<file path="config.mk">
export PLATFORM = sky130hd
export DESIGN_NAME = handshake_arbiter
export DESIGN_NICKNAME = d
export VERILOG_FILES = /design/src/rtl/handshake_arbiter.sv
export SDC_FILE = /design/constraint.sdc
export NUM_CORES = 1
export LEC_CHECK = 0
export CAP_MARGIN = 25
export CORE_UTILIZATION = 47
export DETAILED_ROUTE_END_ITERATION = 8
export GPL_TIMING_DRIVEN = 1
export PLACE_DENSITY = 0.74
export SYNTH_ARGS = -nofsm -noshare
export SYNTH_HDL_FRONTEND = slang
export SYNTH_SLANG_ARGS = --single-unit
</file>
<file path="constraint.sdc">
create_clock -name clk -period 2.3 [get_ports clk]
set_input_delay 0.69 -clock clk [delete_from_list [all_inputs] [get_ports clk]]
set_output_delay 0.69 -clock clk [all_outputs]
set_load 0.1 [all_outputs]
</file>
<file path="src/rtl/handshake_arbiter.sv">
// Two-client four-phase handshake arbiter in front of a shared resource.
// All asynchronous inputs are synchronized; the FSM and every output are registered.
module handshake_arbiter #(
    parameter int unsigned SYNC_STAGES = 2
) (
    input  logic       clk,
    input  logic       rst,
    input  logic       req0,
    input  logic       req1,
    output logic       ack0,
    output logic       ack1,
    output logic       res_req,
    input  logic       res_ack,
    output logic       grant_id,
    output logic       busy,
    output logic [7:0] grant_count,
    output logic       proto_err
);

    typedef enum logic [1:0] {
        StIdle,
        StResReq,
        StAck,
        StRelease
    } state_e;

    // Synchronizer chains; bit 0 is the first (metastability-exposed) stage.
    logic [SYNC_STAGES-1:0] req0_sync_q;
    logic [SYNC_STAGES-1:0] req1_sync_q;
    logic [SYNC_STAGES-1:0] res_ack_sync_q;

    logic req0_s;
    logic req1_s;
    logic res_ack_s;

    state_e     state_q, state_d;
    logic       grant_q, grant_d;
    logic       ptr_q, ptr_d;
    logic       ack0_q, ack0_d;
    logic       ack1_q, ack1_d;
    logic       res_req_q, res_req_d;
    logic       busy_q, busy_d;
    logic [7:0] count_q, count_d;
    logic       err_q, err_d;

    logic       granted_req;
    logic       pick;

    // Shift each asynchronous input through its synchronizer chain.
    always_ff @(posedge clk) begin
        if (rst) begin
            req0_sync_q    <= '0;
            req1_sync_q    <= '0;
            res_ack_sync_q <= '0;
        end else begin
            req0_sync_q    <= {req0_sync_q[SYNC_STAGES-2:0], req0};
            req1_sync_q    <= {req1_sync_q[SYNC_STAGES-2:0], req1};
            res_ack_sync_q <= {res_ack_sync_q[SYNC_STAGES-2:0], res_ack};
        end
    end

    assign req0_s    = req0_sync_q[SYNC_STAGES-1];
    assign req1_s    = req1_sync_q[SYNC_STAGES-1];
    assign res_ack_s = res_ack_sync_q[SYNC_STAGES-1];

    // Next-state and registered-output decode for the handshake FSM.
    always_comb begin
        state_d   = state_q;
        grant_d   = grant_q;
        ptr_d     = ptr_q;
        ack0_d    = ack0_q;
        ack1_d    = ack1_q;
        res_req_d = res_req_q;
        busy_d    = busy_q;
        count_d   = count_q;
        err_d     = err_q;
        pick      = 1'b0;

        // Only the owner's request matters once a grant is held.
        granted_req = grant_q ? req1_s : req0_s;

        unique case (state_q)
            StIdle: begin
                if (req0_s || req1_s) begin
                    // Contention is settled by the pointer; otherwise the lone requester wins.
                    pick      = (req0_s && req1_s) ? ptr_q : req1_s;
                    grant_d   = pick;
                    state_d   = StResReq;
                    res_req_d = 1'b1;
                    busy_d    = 1'b1;
                end
            end

            StResReq: begin
                if (res_ack_s) begin
                    if (granted_req) begin
                        state_d = StAck;
                        ack0_d  = ~grant_q;
                        ack1_d  = grant_q;
                    end else begin
                        // Owner withdrew before being acknowledged: unwind without an ack.
                        state_d   = StRelease;
                        res_req_d = 1'b0;
                        err_d     = 1'b1;
                    end
                end
            end

            StAck: begin
                if (!granted_req) begin
                    state_d   = StRelease;
                    ack0_d    = 1'b0;
                    ack1_d    = 1'b0;
                    res_req_d = 1'b0;
                end
            end

            StRelease: begin
                if (!res_ack_s) begin
                    state_d = StIdle;
                    busy_d  = 1'b0;
                    count_d = count_q + 8'd1;
                    // Hand priority to the client that just waited.
                    ptr_d   = ~grant_q;
                end
            end

            default: begin
                state_d   = StIdle;
                ack0_d    = 1'b0;
                ack1_d    = 1'b0;
                res_req_d = 1'b0;
                busy_d    = 1'b0;
            end
        endcase
    end

    // State and output registers with synchronous reset.
    always_ff @(posedge clk) begin
        if (rst) begin
            state_q   <= StIdle;
            grant_q   <= 1'b0;
            ptr_q     <= 1'b0;
            ack0_q    <= 1'b0;
            ack1_q    <= 1'b0;
            res_req_q <= 1'b0;
            busy_q    <= 1'b0;
            count_q   <= 8'd0;
            err_q     <= 1'b0;
        end else begin
            state_q   <= state_d;
            grant_q   <= grant_d;
            ptr_q     <= ptr_d;
            ack0_q    <= ack0_d;
            ack1_q    <= ack1_d;
            res_req_q <= res_req_d;
            busy_q    <= busy_d;
            count_q   <= count_d;
            err_q     <= err_d;
        end
    end

    assign ack0        = ack0_q;
    assign ack1        = ack1_q;
    assign res_req     = res_req_q;
    assign grant_id    = grant_q;
    assign busy        = busy_q;
    assign grant_count = count_q;
    assign proto_err   = err_q;

endmodule

</file>
==> out/metrics.cfg <==
[floorplanning]
start_util=0.518
core-area_sq_um=2040
row_count=16
die_height_um=49.4
io_pins=19
die_area_sq_um=2440
die_w_um=49.4

[sta]
rsz0062_at_grt=no
fmax_ghz=0.520
finalCritPeriodShare=0.836
post-route-min-period_ns=1.92
final-setup-viol-count=0
fin_skew_ns=0.00283
slew_headroom=0.665
drv_slew=0
setup_tns_ns=0
finalHoldViolations=0
worstMarginPinSlew_ns=0.502

[layout]
num-nets-final=145
syn2layout_area_growth_pct=20.9
diodes=0
drive_above_1_share=0.185

[routing]
wl_met2_um=843
vias=807
drtPass1Iterations=4
ant_nets=0
highest_layer=met3
post_drt_wl_per_cell_um=11.8
met3WireLength_um=83
met1_length_um=932
drc=0
drtIter0Drc=7
detail_route.wirelength_um=1860
viasPerCell=5.14

[cts]
cts.clk_slew.worst_paths_ns=0.12
cts.htree.levels=1
cts_buffers=3
holdBufCountCts=0
cts-root-buf=clkbuf_4
cts_tree=done
clk_latency_ns=0.31
cts_sinks=23
clock_tree.buffer_depth=2
cts_resized=0
post-cts-setup-buffer-count=0

[worst_hold_path]
hold_start=res_ack_sync_q[0]
holdCritPathClass=register to register
min_to=res_ack_sync_q[1]
hold_depth=1

[grt]
antenna_found_initial=0
grt_overflow=0
grt_pass1_wl_um=3190
grt_max_degree=18
first_global_vias=770
track_usage=0.169

[worst_setup_path]
cpPeakStageDelay_ns=0.46
worstReg2RegStart=state_q[0]
crit_buf_inv=1
end_kind=register
r2r_cells=6
crit_required_ns=2.53
crit_fanout=6
crit_arrival_ns=2.16
critPathLaunch=state_q[0]
worstPathCellList=inv_1 -> ha_1 -> nor3b_1 -> a211oi_1 -> or3_1 -> o221ai_1
rr_endpoint=state_q[0]
slowest_stage=nor3b_1
critPathTopFamily=simple AND/OR/NAND/NOR gates
startpoint_type=register
r2r_slack_ns=0.38
crit_type=register to register

[power]
p_total_mw=1.17
ir_drop_mv=0.652
p_leak_nw=0.530
p_per_area_nw_per_um2=913

[run]
cap_viol_max_count=0

[place]
hpwl_um=1380
io_buffers=18
place.gp.congestion=0.822

[yosys]
syn_nets=123
ys_seq_elements=23
synth_async_sr_flop_share=0
syn_inst=109
synth_warnings=0
synth_edf_count=0
avgSynthCellArea_sq_um=9.70
ys_seq_area_frac=0.436
ys_types=36
syn_area_sq_um=1060
synth_ff_type=dfxtp_1

[run_status]
status=complete, no violations

worst register-to-register path: cells and delay by family, from the launching register on:
| kind | cells | cell delay (ns) |
|---|---|---|
| and+or+nand+nor | 2 | 0.80 |
| DFF | 1 | 0.39 |
| adders and majority gates | 1 | 0.24 |
| AOI/OAI and AO/OA | 2 | 0.24 |
| buffers and inverters | 1 | 0.19 |
area by class of cell:
cell class	count	area (sq um)
inverters	3	11.3
clock inverters	1	5.00
well taps	27	33.8
fillers	203	763
multi-input cells	80	573
repair buffers	20	173
clock buffers	3	22.5
flip-flops and latches	23	460
stage by stage:
| stage | cell area [sq um] | std cells | hold slack, ns | util | setup WS [ns] |
|---|---|---|---|---|---|
| after floorplan | 1060 | 109 | 0.414 | - | 0.232 |
| after global placement | 1250 | 153 | 0.419 | 0.613 | 0.350 |
| after detailed placement | 1250 | 153 | 0.433 | 0.613 | 0.301 |
| after CTS | 1280 | 157 | 0.460 | 0.626 | 0.404 |
| after global routing | 1280 | 157 | 0.466 | 0.626 | 0.194 |
| final | 1280 | 157 | 0.457 | 0.626 | 0.377 |
flip-flops by register name, indices dropped and copies added, names as in the netlist, 2 cells and up:
signal,flops
grant_count,8
req0_sync_q,2
req1_sync_q,2
res_ack_sync_q,2
state_q,2
cells by family after synthesis:
group,after synthesis,synth area share
simple gates,45,0.233
xor+xnor,7,0.0580
buf+inv,6,0.0225
flops,23,0.436
fa+ha+maj,9,0.107
compound gates,16,0.110
mux,3,0.0343
cell usage after synthesis (2+ instances only):
library cell,number,area share
a21oi_1,6,0.028
and2b_1,2,0.014
and3_1,2,0.012
clkbuf_1,2,0.0071
dfxtp_1,23,0.44
ha_1,9,0.11
inv_1,3,0.011
nand2_1,7,0.025
nand2b_1,2,0.012
nand3_1,2,0.0095
nand4_1,3,0.018
nor2_1,12,0.043
nor2b_1,6,0.036
or3_1,2,0.012
or4_1,2,0.014
xnor2_1,2,0.017
xor2_1,5,0.041
power by group:
| group | leakage, nW | internal, mW | switching, mW |
|---|---|---|---|
| logic | 0.325 | 0.177 | 0.317 |
| registers | 0.188 | 0.443 | 0.0504 |
| clock network | 0.0177 | 0.0649 | 0.116 |
| total | 0.530 | 0.684 | 0.484 |
cells in the final DEF (no fill, tap or decap), types with 3 or more instances in the layout:
master,count
dfxtp_1,23
nor2_1,12
a21oi_1,6
nand2_1,7
clkdlybuf4s50_1,4
ha_1,9
nor2b_1,6
nand4_1,3
buf_4,15
inv_1,3
xor2_1,5
clkbuf_4,3
worst max path at each step:
stage            endpoint  slack [ns]  cells after the start
2_1_floorplan  state_q[1]        0.23                      4
3_3_place_gp   state_q[0]        0.35                      4
3_5_place_dp   state_q[0]        0.30                      4
4_1_cts        state_q[0]        0.40                      6
5_1_grt        state_q[0]        0.19                      6
6_report       state_q[0]        0.38                      6
metal layers:
| layer | vias up | global-route usage |
|---|---|---|
| li1 | 423 | - |
| met1 | 363 | 0.208 |
| met2 | 21 | 0.283 |
| met3 | 0 | 0.0592 |
| met4 | 0 | 0.0333 |
| met5 | - | 0 |
No activity file was read; power rests on OpenSTA's default activity.
